### src/rtl/ftdi_async_fifo_ctrl.sv
// FT245-style async FIFO sequencer: shares the 8-bit FTDI bus between host reads and host writes, with a deferred SIWU# flush.
// Strobes, OE and data are registered; TX_READY is combinational in IDLE. A pending RX byte blocks further reads.
module ftdi_async_fifo_ctrl #(
    parameter int RD_LOW     = 4,
    parameter int WR_SETUP   = 1,
    parameter int WR_LOW     = 2,
    parameter int RECOVER    = 3,
    parameter int FLUSH_IDLE = 64,
    parameter int SIWU_LOW   = 2
) (
    input  logic       SYSCLK,
    input  logic       RST,
    input  logic       FTDI_RXF_N,
    input  logic       FTDI_TXE_N,
    input  logic [7:0] FTDI_D_I,
    output logic [7:0] FTDI_D_O,
    output logic       FTDI_D_OE,
    output logic       FTDI_RD_N,
    output logic       FTDI_WR_N,
    output logic       FTDI_SIWU_N,
    input  logic [7:0] TX_DATA,
    input  logic       TX_VALID,
    output logic       TX_READY,
    output logic [7:0] RX_DATA,
    output logic       RX_VALID,
    input  logic       RX_READY
);

    typedef enum logic [2:0] {
        ST_IDLE,
        ST_RD_STROBE,
        ST_WR_SETUP,
        ST_WR_STROBE,
        ST_RECOVER,
        ST_SIWU
    } state_t;

    localparam int IDLE_W = $clog2(FLUSH_IDLE + 1);
    localparam int CNT_W  = 8;

    state_t            state_q, state_d;
    logic [CNT_W-1:0]  cnt_q, cnt_d;
    logic [IDLE_W-1:0] idle_cnt_q, idle_cnt_d;
    logic              rxf_meta_q, rxf_s_q, txe_meta_q, txe_s_q;
    logic              rd_n_q, rd_n_d;
    logic              wr_n_q, wr_n_d;
    logic              siwu_n_q, siwu_n_d;
    logic              d_oe_q, d_oe_d;
    logic [7:0]        d_o_q, d_o_d;
    logic [7:0]        rx_data_q, rx_data_d;
    logic              rx_valid_q, rx_valid_d;
    logic              flush_pend_q, flush_pend_d;
    logic              last_grant_tx_q, last_grant_tx_d;

    logic rx_req, tx_req, grant_rx, grant_tx, cnt_done;

    assign rx_req   = !rxf_s_q && !rx_valid_q;
    assign tx_req   = !txe_s_q && TX_VALID;
    // On a tie, the side not served last time wins.
    assign grant_rx = rx_req && (!tx_req || last_grant_tx_q);
    assign grant_tx = tx_req && !grant_rx;
    assign cnt_done = (cnt_q == '0);

    assign TX_READY    = (state_q == ST_IDLE) && grant_tx;
    assign FTDI_D_O    = d_o_q;
    assign FTDI_D_OE   = d_oe_q;
    assign FTDI_RD_N   = rd_n_q;
    assign FTDI_WR_N   = wr_n_q;
    assign FTDI_SIWU_N = siwu_n_q;
    assign RX_DATA     = rx_data_q;
    assign RX_VALID    = rx_valid_q;

    always_comb begin
        state_d         = state_q;
        cnt_d           = cnt_q;
        idle_cnt_d      = idle_cnt_q;
        rd_n_d          = rd_n_q;
        wr_n_d          = wr_n_q;
        siwu_n_d        = siwu_n_q;
        d_oe_d          = d_oe_q;
        d_o_d           = d_o_q;
        rx_data_d       = rx_data_q;
        rx_valid_d      = rx_valid_q;
        flush_pend_d    = flush_pend_q;
        last_grant_tx_d = last_grant_tx_q;

        if (rx_valid_q && RX_READY) begin
            rx_valid_d = 1'b0;
        end

        case (state_q)
            ST_IDLE: begin
                if (grant_rx) begin
                    state_d         = ST_RD_STROBE;
                    cnt_d           = CNT_W'(RD_LOW - 1);
                    rd_n_d          = 1'b0;
                    last_grant_tx_d = 1'b0;
                    idle_cnt_d      = '0;
                end else if (grant_tx) begin
                    state_d         = ST_WR_SETUP;
                    cnt_d           = CNT_W'(WR_SETUP - 1);
                    d_o_d           = TX_DATA;
                    d_oe_d          = 1'b1;
                    last_grant_tx_d = 1'b1;
                    flush_pend_d    = 1'b1;
                    idle_cnt_d      = '0;
                end else if (flush_pend_q) begin
                    if (idle_cnt_q == IDLE_W'(FLUSH_IDLE)) begin
                        state_d  = ST_SIWU;
                        cnt_d    = CNT_W'(SIWU_LOW - 1);
                        siwu_n_d = 1'b0;
                    end else begin
                        idle_cnt_d = idle_cnt_q + IDLE_W'(1);
                    end
                end
            end
            ST_RD_STROBE: begin
                if (cnt_done) begin
                    rx_data_d  = FTDI_D_I;
                    rx_valid_d = 1'b1;
                    rd_n_d     = 1'b1;
                    state_d    = ST_RECOVER;
                    cnt_d      = CNT_W'(RECOVER - 1);
                end else begin
                    cnt_d = cnt_q - CNT_W'(1);
                end
            end
            ST_WR_SETUP: begin
                if (cnt_done) begin
                    wr_n_d  = 1'b0;
                    state_d = ST_WR_STROBE;
                    cnt_d   = CNT_W'(WR_LOW - 1);
                end else begin
                    cnt_d = cnt_q - CNT_W'(1);
                end
            end
            ST_WR_STROBE: begin
                if (cnt_done) begin
                    wr_n_d  = 1'b1;
                    state_d = ST_RECOVER;
                    cnt_d   = CNT_W'(RECOVER - 1);
                end else begin
                    cnt_d = cnt_q - CNT_W'(1);
                end
            end
            ST_RECOVER: begin
                // Data stays driven for the first recovery cycle as write hold time.
                d_oe_d = 1'b0;
                if (cnt_done) begin
                    state_d = ST_IDLE;
                end else begin
                    cnt_d = cnt_q - CNT_W'(1);
                end
            end
            ST_SIWU: begin
                if (cnt_done) begin
                    siwu_n_d     = 1'b1;
                    flush_pend_d = 1'b0;
                    idle_cnt_d   = '0;
                    state_d      = ST_RECOVER;
                    cnt_d        = CNT_W'(RECOVER - 1);
                end else begin
                    cnt_d = cnt_q - CNT_W'(1);
                end
            end
            default: begin
                state_d = ST_IDLE;
            end
        endcase
    end

    always_ff @(posedge SYSCLK or posedge RST) begin
        if (RST) begin
            rxf_meta_q      <= 1'b1;
            rxf_s_q         <= 1'b1;
            txe_meta_q      <= 1'b1;
            txe_s_q         <= 1'b1;
            state_q         <= ST_IDLE;
            cnt_q           <= '0;
            idle_cnt_q      <= '0;
            rd_n_q          <= 1'b1;
            wr_n_q          <= 1'b1;
            siwu_n_q        <= 1'b1;
            d_oe_q          <= 1'b0;
            d_o_q           <= 8'h00;
            rx_data_q       <= 8'h00;
            rx_valid_q      <= 1'b0;
            flush_pend_q    <= 1'b0;
            last_grant_tx_q <= 1'b1;
        end else begin
            rxf_meta_q      <= FTDI_RXF_N;
            rxf_s_q         <= rxf_meta_q;
            txe_meta_q      <= FTDI_TXE_N;
            txe_s_q         <= txe_meta_q;
            state_q         <= state_d;
            cnt_q           <= cnt_d;
            idle_cnt_q      <= idle_cnt_d;
            rd_n_q          <= rd_n_d;
            wr_n_q          <= wr_n_d;
            siwu_n_q        <= siwu_n_d;
            d_oe_q          <= d_oe_d;
            d_o_q           <= d_o_d;
            rx_data_q       <= rx_data_d;
            rx_valid_q      <= rx_valid_d;
            flush_pend_q    <= flush_pend_d;
            last_grant_tx_q <= last_grant_tx_d;
        end
    end

endmodule

### config.mk
export PLATFORM = sky130hd
export DESIGN_NAME = ftdi_async_fifo_ctrl
export DESIGN_NICKNAME = d
export VERILOG_FILES = /design/src/rtl/ftdi_async_fifo_ctrl.sv
export SDC_FILE = /design/constraint.sdc
export NUM_CORES = 1
export LEC_CHECK = 0
export ABC_AREA = 1
export CAP_MARGIN = 20
export CORE_MARGIN = 3
export CORE_UTILIZATION = 50
export DETAILED_ROUTE_END_ITERATION = 6
export PLACE_DENSITY = 0.77
export SLEW_MARGIN = 20
export SYNTH_ARGS = -nofsm -noshare
export SYNTH_HDL_FRONTEND = slang
export SYNTH_SLANG_ARGS = --single-unit
export TNS_END_PERCENT = 1
### constraint.sdc
create_clock -name SYSCLK -period 5.14 [get_ports SYSCLK]
set_clock_uncertainty 0.1 [all_clocks]
set_input_delay 0.514 -clock SYSCLK [delete_from_list [all_inputs] [get_ports SYSCLK]]
set_output_delay 0.514 -clock SYSCLK [all_outputs]
set_load 0.03 [all_outputs]
==> flow_summary.ini, run 1 <==
[critical_path]
setup.worst_path.class = in2out
timing.rr.end = state_q[1]$_DFFE_PP0P_
critical_path.endpoint_type = primary output
timing.critical_path.cells = clkdlybuf4s50_1 -> nand2_1 -> a21oi_1 -> nand2_1 -> inv_1 -> clkdlybuf4s50_1
worstSetupStartpoint = TX_VALID
cp.arrival_ns = 2.69
r2r_cells = 7
slowest_stage = sky130_fd_sc_hd__clkdlybuf4s50_1
critPathRequiredTime_ns = 4.53
worst_setup_path_start_kind = primary input
r2r-start = state_q[0]$_DFFE_PP0P_
crit_path_max_cell_delay_ns = 0.74
timing.reg2reg.setup_slack_ns = 3.16
cp_max_fo = 11

[routing]
drt-total-wl_um = 5030
dr.pass1.iters = 4
wl_per_cell_um = 12.7
remaining_drc_errors = 0
antenna_left = 0
route.vias.total = 2013
detailedRoute.firstIterationViolations = 77
vias_per_cell = 5.10

[run]
maxCapViolations = 0

[clocking]
cts_max_path_bufs = 2
cts_hold_buf = 0
tritoncts_clock_tree = done
h-tree-depth = 2
clock_sink_count = 45
cts_root_buf = sky130_fd_sc_hd__clkbuf_8
cts-buffers-inserted = 5
cts.reportedPaths.clkPinSlew_ns = 0.08
setup_fix_buffers_added_after_clock_tree_synthesis = 0
clock_insertion_delay_worst_skew_ns = 0.30
ctsResizeCount = 0

[sta]
worst_hold_slack_ns = 0.258
timing.final.hold_violations = 0
clock.fmax_mhz = 302
slew_viol_final = 0
timing.max_slew.rel_slack_pct = 53.8
fin_crit_ns = 3.31
post-route-worst-setup-slack_ns = 1.83
grt_setup_unrepaired = no
worst_slew_pin_slew_ns = 0.685
post_route_clock_period_utilization_pct = 64.4
total_negative_setup_slacks_ns = 0
setup_violations = 0

[power_and_ir_drop]
power.switching_fraction_pct = 47.1
intPower_uw = 947
power.share.combinational_pct = 54.7
p_switching_uw = 841
power_per_cell_area_nw_per_um2 = 602
power.share.sequential_pct = 33.3
p_leak_nw = 1.45
clock_power_share_pct = 12.1
vdd_ir_drop_max_uv = 301
power_mw = 1.79

[place]
placed_cells = 387
numPortBuffers = 43
placed_cell_area_um2 = 2890
detailedPlace.worstSlack_ns = 1.83
post-dp-hpwl_um = 3590
globalplace.congestion = 0.805

[floorplan]
fp.dieArea_um2 = 5670
number_of_top_level_pins = 44
core_box_area_um2 = 4500
core_rows = 24
die_width_um = 75.3
initial_utilization_pct = 53.3
fp.dieH_um = 75.3

[yosys]
netlist_area_um2 = 2400
cell_count_after_synthesis = 294
mappedNetlistNets = 320
synth.yosys.seq_area_share_pct = 47.3
synth_seq_cells = 45
yosysWarningCount = 0
synthDistinctLibCells = 33
syn_area_per_cell_um2 = 8.17

[global_route]
grt_pass1_vias = 1936
grt.total_usage_pct = 19.9
grt_overflow_total = 0
grt_max_degree = 46
grt_antenna_before_repair = 0
grt_pass1_wl_um = 8720

[min_path]
hp-class = reg2reg
hold_crit_depth = 0
worstHoldEndpoint = txe_s_q$_DFF_PP1_
min-delay-start = txe_meta_q$_DFF_PP1_

[final_layout]
layout.nets = 368
final_area_um2 = 2970
final-instance-count-excl-fill = 395
multiInputGateArea_um2 = 1080
fillCellCount = 389
utilization_pct = 65.9
synthToLayoutAreaGrowth_pct = 23.6
antennaDiodeCount = 0
drive_gt1_share_pct = 14.0
regArea_um2 = 1140

[run_status]
status = finished, final reports clean
layer usage:
metal | vias to the layer above | global-route usage [%] | share of wire [%]
li1 | 1034 | - | -
met1 | 924 | 27.6 | 49
met4 | 0 | 6.80 | 1.3
met2 | 49 | 30.9 | 45
met5 | - | 0 | 0
met3 | 6 | 4.62 | 4.7
state kept, by name, indices dropped and copies added (netlist names):
register         cells
FTDI_D_O             8
txe_meta_q           1
last_grant_tx_q      1
txe_s_q              1
FTDI_RD_N            1
flush_pend_q         1
FTDI_D_OE            1
cnt_q                8
idle_cnt_q           7
rxf_s_q              1
FTDI_SIWU_N          1
FTDI_WR_N            1
rxf_meta_q           1
RX_DATA              8
RX_VALID             1
state_q              3
critical path, delay by kind of cell:
kind                   cells  cell delay (ns)
and+or+nand+nor            2             0.37
buffers and inverters      3             1.56
AOI/OAI and AO/OA          1             0.25
cells by family (layout without fill, tap and decap cells):
group / count (synthesis) / after routing / share of synthesized area [%]
adders and majority gates: 4 / 4 / 2.08
xor gates and xnor gates: 3 / 3 / 1.09
DFF: 45 / 45 / 47.3
AOI/OAI and AO/OA: 42 / 42 / 9.90
buffers and inverters: 47 / 96 / 7.71
and+or+nand+nor: 153 / 153 / 31.9
cell type report:
type	instances	area share [%]
flip-flops and latches	45	38.2
multi-input cells	202	36.4
repair buffers	44	14.7
inverters	44	5.64
clock buffers	6	2.44
well taps	52	2.19
clock inverters	2	0.337
power groups by stage:
stage | combinational, mW | clock, mW | sequential [mW]
after detailed placement | 0.975 | 0 | 0.598
after global placement | 0.957 | 0 | 0.596
after floorplan | 0.539 | 0 | 0.739
final | 0.978 | 0.215 | 0.595
after CTS | 0.981 | 0.225 | 0.594
after global routing | 1.08 | 0.233 | 0.613
placed cells by master (no fill, tap or decap), types with 4 or more instances in the layout:
master | synthesis | final
sky130_fd_sc_hd__a21oi_1 | 7 | 7
sky130_fd_sc_hd__clkbuf_8 | 0 | 5
sky130_fd_sc_hd__clkdlybuf4s50_1 | 0 | 43
sky130_fd_sc_hd__dfrtp_1 | 37 | 37
sky130_fd_sc_hd__dfstp_2 | 8 | 8
sky130_fd_sc_hd__ha_1 | 4 | 4
sky130_fd_sc_hd__inv_1 | 36 | 35
sky130_fd_sc_hd__inv_2 | 7 | 7
sky130_fd_sc_hd__nand2_1 | 79 | 79
sky130_fd_sc_hd__nand2_2 | 7 | 7
sky130_fd_sc_hd__nand2_4 | 6 | 6
sky130_fd_sc_hd__nand3_1 | 22 | 22
sky130_fd_sc_hd__nand4_1 | 8 | 8
sky130_fd_sc_hd__nor2_1 | 18 | 18
sky130_fd_sc_hd__o21ai_0 | 14 | 14
sky130_fd_sc_hd__o21ai_1 | 13 | 13
Yosys cell counts (all sizes together):
cell type | n | area [µm²]
nor2 | 24 | 134
dfstp | 8 | 210
dfrtp | 37 | 926
a21boi | 1 | 7.51
nand3 | 22 | 110
a22oi | 1 | 7.51
o22ai | 1 | 6.26
inv | 44 | 168
nand2 | 92 | 408
or2 | 2 | 12.5
xor2 | 3 | 26.3
a31oi | 1 | 6.26
nand4 | 9 | 71.3
a21oi | 9 | 60.1
ha | 4 | 50.1
o21bai | 2 | 15.0
nor3 | 4 | 31.3
o21ai | 27 | 135
buf | 3 | 17.5
worst max-delay path by stage:
| stage | end | cells after the start | slack, ns |
|---|---|---|---|
| 6_report | TX_READY | 6 | 1.83 |
| 5_1_grt | TX_READY | 6 | 1.61 |
| 4_1_cts | TX_READY | 6 | 1.83 |
| 3_5_place_dp | TX_READY | 6 | 1.83 |
| 3_3_place_gp | TX_READY | 6 | 1.91 |
| 2_1_floorplan | TX_READY | 6 | 3.35 |
Power figures use the tool's default switching activity.
==> inputs of run 2 (changes only) <==
--- a/config.mk
+++ b/config.mk
@@ -8,9 +8,9 @@
 export ABC_AREA = 1
 export CAP_MARGIN = 20
 export CORE_MARGIN = 3
-export CORE_UTILIZATION = 50
+export CORE_UTILIZATION = 47
 export DETAILED_ROUTE_END_ITERATION = 6
-export PLACE_DENSITY = 0.77
+export PLACE_DENSITY = 0.76
 export SLEW_MARGIN = 20
 export SYNTH_ARGS = -nofsm -noshare
 export SYNTH_HDL_FRONTEND = slang
==> constraint.sdc (replaced) <==
create_clock -name SYSCLK -period 3 [get_ports SYSCLK]
set_clock_uncertainty 0.1 [all_clocks]
set_input_delay 0.3 -clock SYSCLK [delete_from_list [all_inputs] [get_ports SYSCLK]]
set_output_delay 0.3 -clock SYSCLK [all_outputs]
set_load 0.03 [all_outputs]
==> run 2 against run 1 <==
  * Final cell count up 4.6%
  * First-iteration DRC count grew to 2.5 times the previous value
  * Clock power is 130% higher
  * Clock-buffer cell count stayed put
  * Critical path type is now reg2out
==> flow_summary.ini, run 2 (same netlist as run 1, synthesis figures left out) <==
[routing]
vias_per_cell = 4.93
detailedRoute.firstIterationViolations = 195
dr.pass1.iters = 4
route.vias.total = 2035
antenna_left = 0
remaining_drc_errors = 0
drt-total-wl_um = 5070
wl_per_cell_um = 12.3

[clocking]
cts-buffers-inserted = 5
cts_max_path_bufs = 2
setup_fix_buffers_added_after_clock_tree_synthesis = 0
tritoncts_clock_tree = done
cts_hold_buf = 0
cts.reportedPaths.clkPinSlew_ns = 0.09
cts_root_buf = sky130_fd_sc_hd__clkbuf_8
h-tree-depth = 2
ctsResizeCount = 0
clock_sink_count = 45
clock_insertion_delay_worst_skew_ns = 0.30

[global_route]
grt_max_degree = 22
grt.total_usage_pct = 18.7
grt_pass1_vias = 2031
grt_antenna_before_repair = 0
grt_overflow_total = 0
grt_pass1_wl_um = 9000

[critical_path]
slowest_stage = sky130_fd_sc_hd__clkdlybuf4s50_1
crit_path_max_cell_delay_ns = 0.67
cp.arrival_ns = 2.10
timing.reg2reg.setup_slack_ns = 1.20
worst_setup_path_start_kind = flip-flop
cp.buffers_inverters = 3
critPathRequiredTime_ns = 2.60
timing.critical_path.cells = nor2_2 -> nand2_2 -> inv_1 -> nand2_1 -> inv_1 -> clkdlybuf4s50_1
critical_path.top_delay_family = buffers and inverters
setup.worst_path.class = reg2out
critical_path.endpoint_type = primary output
cp_max_fo = 5
worst_path_most_repeated_cell = sky130_fd_sc_hd__inv_1

[floorplan]
core_box_area_um2 = 4820
initial_utilization_pct = 49.9
core_rows = 25
fp.dieArea_um2 = 6010
die_width_um = 77.5
number_of_top_level_pins = 44
fp.dieH_um = 77.5

[power_and_ir_drop]
power.share.sequential_pct = 31.9
p_leak_nw = 1.48
power.switching_fraction_pct = 45.5
intPower_mw = 1.74
power_mw = 3.19
vdd_ir_drop_max_uv = 520
p_switching_mw = 1.45
clock_power_share_pct = 15.2
power.share.combinational_pct = 52.9
power_per_cell_area_nw_per_um2 = 1050

[sta]
worst_slew_pin_slew_ns = 0.614
slew_viol_final = 0
grt_setup_unrepaired = no
setup_violations = 0
timing.max_slew.rel_slack_pct = 58.7
total_negative_setup_slacks_ns = 0
clock.fmax_mhz = 400
fin_crit_ns = 2.50
timing.final.hold_violations = 0
worst_hold_slack_ns = 0.137
post_route_clock_period_utilization_pct = 83.4
post-route-worst-setup-slack_ns = 0.497

[final_layout]
final_area_um2 = 3050
final-instance-count-excl-fill = 413
utilization_pct = 63.3
final_cell_mix = 79 x sky130_fd_sc_hd__nand2_1, 43 x sky130_fd_sc_hd__clkdlybuf4s50_1, 37 x sky130_fd_sc_hd__dfrtp_1
mostFrequentLayoutCell = sky130_fd_sc_hd__nand2_1
layout.nets = 371
synthToLayoutAreaGrowth_pct = 26.9
antennaDiodeCount = 0
drive_gt1_share_pct = 15.0

[place]
globalplace.congestion = 0.844
placed_cell_area_um2 = 2930
numPortBuffers = 43
placed_cells = 405
post-dp-hpwl_um = 3820
detailedPlace.worstSlack_ns = 0.627

[run]
maxCapViolations = 0

[min_path]
hp-class = in2async

[run_status]
status = finished, final reports clean
==> run 2: cell count changes in the layout (fill, tap and decap cells not counted) <==
cell / previous run / this run
sky130_fd_sc_hd__clkbuf_1: 1 / 0
sky130_fd_sc_hd__bufinv_16: 0 / 1
sky130_fd_sc_hd__clkinv_2: 2 / 0
sky130_fd_sc_hd__clkbuf_8: 5 / 6
sky130_fd_sc_hd__clkinvlp_4: 0 / 1
sky130_fd_sc_hd__buf_4: 1 / 4
==> run 2: final timing paths <==
check,from,endpoint,cells after the start
worst max-delay path,state_q[0]$_DFFE_PP0P_,TX_READY,6
worst min-delay path,RST,RX_DATA[0]$_DFFE_PP0P_,2
worst max register to register,cnt_q[0]$_DFFE_PP0P_,idle_cnt_q[4]$_DFFE_PP0P_,10
worst min register to register,rxf_meta_q$_DFF_PP1_,rxf_s_q$_DFF_PP1_,0
max in group asynchronous,RST,last_grant_tx_q$_DFFE_PP1P_,3
min in group SYSCLK,rxf_meta_q$_DFF_PP1_,rxf_s_q$_DFF_PP1_,0
==> run 2: cell type report <==
class / instances / area [µm²]
clock inverter: 2 / 37.5
tap: 67 / 83.8
inverter: 44 / 168
timing repair buffer: 47 / 460
sequential: 45 / 1140
multi-input combinational: 202 / 1080
clock buffer: 6 / 82.6
fill: 423 / 1770
==> run 2: power groups by stage <==
stage	sequential [mW]	clock (mW)	combinational (mW)
global route	1.05	0.520	1.87
CTS	1.02	0.490	1.69
global placement	1.02	0	1.64
floorplan	1.27	0	0.924
finish	1.02	0.484	1.69
detailed placement	1.03	0	1.68
==> run 2: layer usage <==
layer,track usage [%],wire length (µm)
met5,0,0
met1,24.1,2300
met3,4.06,211
met2,30.9,2480
met4,6.94,76
==> run 2: worst reg2reg max path: stages, from the launching register on <==
cell                      delay (ns)
sky130_fd_sc_hd__dfrtp_1        0.38
sky130_fd_sc_hd__inv_1          0.16
sky130_fd_sc_hd__ha_1           0.20
sky130_fd_sc_hd__nand2_2        0.09
sky130_fd_sc_hd__nor2_8         0.24
sky130_fd_sc_hd__nand2_4        0.10
sky130_fd_sc_hd__nand2_4        0.08
sky130_fd_sc_hd__nand2_4        0.07
sky130_fd_sc_hd__inv_2          0.14
sky130_fd_sc_hd__nand2_1        0.07
sky130_fd_sc_hd__a21oi_1        0.12
==> inputs of run 3 (changes only) <==
==> constraint.sdc (replaced) <==
create_clock -name SYSCLK -period 2.09 [get_ports SYSCLK]
set_clock_uncertainty 0.1 [all_clocks]
set_input_delay 0.209 -clock SYSCLK [delete_from_list [all_inputs] [get_ports SYSCLK]]
set_output_delay 0.209 -clock SYSCLK [all_outputs]
set_load 0.03 [all_outputs]
==> run 3 against run 2 <==
  * Global-route usage fell by 0.90 points
  * Total power rose by 43%
  * Register-to-register slack got worse by 0.99 ns
  * Combinational power rose by 44%
  * Critical path type unchanged
==> flow_summary.ini, run 3 (same netlist as run 1, synthesis figures left out) <==
[run_status]
status = finished, final reports clean

[power_and_ir_drop]
p_leak_nw = 1.48
power_per_cell_area_nw_per_um2 = 1500
vdd_ir_drop_max_uv = 739
power_mw = 4.57

[sta]
post-route-worst-setup-slack_ns = 0.152
timing.max_slew.rel_slack_pct = 61.4
fin_crit_ns = 1.94
worst_slew_pin_slew_ns = 0.573
setup_violations = 0
post_route_clock_period_utilization_pct = 92.7
total_negative_setup_slacks_ns = 0
slew_viol_final = 0
clock.fmax_mhz = 516
timing.final.hold_violations = 0
grt_setup_unrepaired = no
worst_hold_slack_ns = 0.106

[routing]
detailedRoute.firstIterationViolations = 173
drt-total-wl_um = 5000
wl_per_cell_um = 12.1
vias_per_cell = 4.91
antenna_left = 0
remaining_drc_errors = 0
route.vias.total = 2026
dr.pass1.iters = 4

[floorplan]
number_of_top_level_pins = 44
core_rows = 25
initial_utilization_pct = 49.9
core_box_area_um2 = 4820
die_width_um = 77.5
fp.dieArea_um2 = 6010
fp.dieH_um = 77.5

[run]
maxCapViolations = 0

[critical_path]
cp.arrival_ns = 1.63
cp_max_fo = 5
timing.rr.end = cnt_q[7]$_DFFE_PP0P_
worst_setup_path_start_kind = flip-flop
critPathRequiredTime_ns = 1.78
r2r_cells = 11
setup.worst_path.class = reg2out
timing.reg2reg.setup_slack_ns = 0.21
r2r-start = cnt_q[0]$_DFFE_PP0P_
critical_path.endpoint_type = primary output

[final_layout]
final-instance-count-excl-fill = 413
final_cell_mix = 79 x sky130_fd_sc_hd__nand2_1, 42 x sky130_fd_sc_hd__clkdlybuf4s50_1, 36 x sky130_fd_sc_hd__dfrtp_1
synthToLayoutAreaGrowth_pct = 27.2
layout.nets = 371
utilization_pct = 63.5
antennaDiodeCount = 0
final_area_um2 = 3060
mostFrequentLayoutCell = sky130_fd_sc_hd__nand2_1
drive_gt1_share_pct = 15.6

[place]
numPortBuffers = 43
placed_cell_area_um2 = 2940
placed_cells = 405
globalplace.congestion = 0.798
post-dp-hpwl_um = 3690
detailedPlace.worstSlack_ns = 0.247

[global_route]
grt.total_usage_pct = 17.8
grt_antenna_before_repair = 0
grt_overflow_total = 0
grt_pass1_wl_um = 8610
grt_pass1_vias = 1903
grt_max_degree = 32

[clocking]
tritoncts_clock_tree = done
h-tree-depth = 2
cts.reportedPaths.clkPinSlew_ns = 0.08
clock_sink_count = 45
clock_insertion_delay_worst_skew_ns = 0.30
cts_root_buf = sky130_fd_sc_hd__clkbuf_8
setup_fix_buffers_added_after_clock_tree_synthesis = 0
cts-buffers-inserted = 5
cts_max_path_bufs = 2

[min_path]
hp-class = in2async
-- run 3: cell count changes in the layout (fill, tap and decap cells not counted) --
cell / previous run / this run
sky130_fd_sc_hd__clkdlybuf4s50_1: 43 / 42
sky130_fd_sc_hd__dfrtp_1: 37 / 36
sky130_fd_sc_hd__inv_2: 7 / 8
sky130_fd_sc_hd__inv_1: 35 / 34
sky130_fd_sc_hd__dfrtp_2: 0 / 1
sky130_fd_sc_hd__clkinvlp_4: 1 / 0
sky130_fd_sc_hd__clkbuf_1: 0 / 1
sky130_fd_sc_hd__buf_12: 0 / 1
-- run 3: what timing repair did --
item	4_1_cts	5_1_grt
endpoints found under the setup margin	0	1
gates resized for setup	0	2
endpoints found under the hold margin	0	0
hold buffers	0	0
-- run 3: cell type report --
cell class | instances | area, µm²
multi-input cells | 202 | 1080
inverters | 44 | 168
well taps | 67 | 83.8
flip-flops and latches | 45 | 1140
clock inverters | 1 | 30.0
fillers | 421 | 1760
repair buffers | 47 | 470
clock buffers | 7 | 86.3
-- run 3: report_power, final --
part / switching (mW) / internal [mW]
sequential: 0.242 / 1.22
clock: 0.290 / 0.390
combinational: 1.54 / 0.894
total: 2.07 / 2.50
-- run 3: worst max-delay path, stage by stage, from the launching register on --
cell and delay [ns]:
sky130_fd_sc_hd__dfrtp_2 0.48, sky130_fd_sc_hd__nor2_2 0.18, sky130_fd_sc_hd__nand2_2 0.14, sky130_fd_sc_hd__inv_2 0.12
sky130_fd_sc_hd__nand2_1 0.08, sky130_fd_sc_hd__inv_1 0.15, sky130_fd_sc_hd__buf_4 0.18
-- run 3: metal layers --
metal,track usage [%],routed length [µm],up-vias
li1,-,-,1036
met1,23.4,2360,927
met2,29.4,2310,55
met3,3.60,259,8
met4,5.87,69,0
met5,0,0,-
-- run 3: how the worst max path moves through the flow --
stage,startpoint,slack [ns],endpoint
after floorplan,RX_VALID$_DFF_PP0_,0.46,idle_cnt_q[3]$_DFFE_PP0P_
after CTS,state_q[0]$_DFFE_PP0P_,0.06,TX_READY
final,state_q[0]$_DFFE_PP0P_,0.15,TX_READY
after global routing,state_q[0]$_DFFE_PP0P_,0.02,TX_READY
after detailed placement,cnt_q[0]$_DFFE_PP0P_,0.25,cnt_q[7]$_DFFE_PP0P_
after global placement,cnt_q[0]$_DFFE_PP0P_,0.28,cnt_q[7]$_DFFE_PP0P_
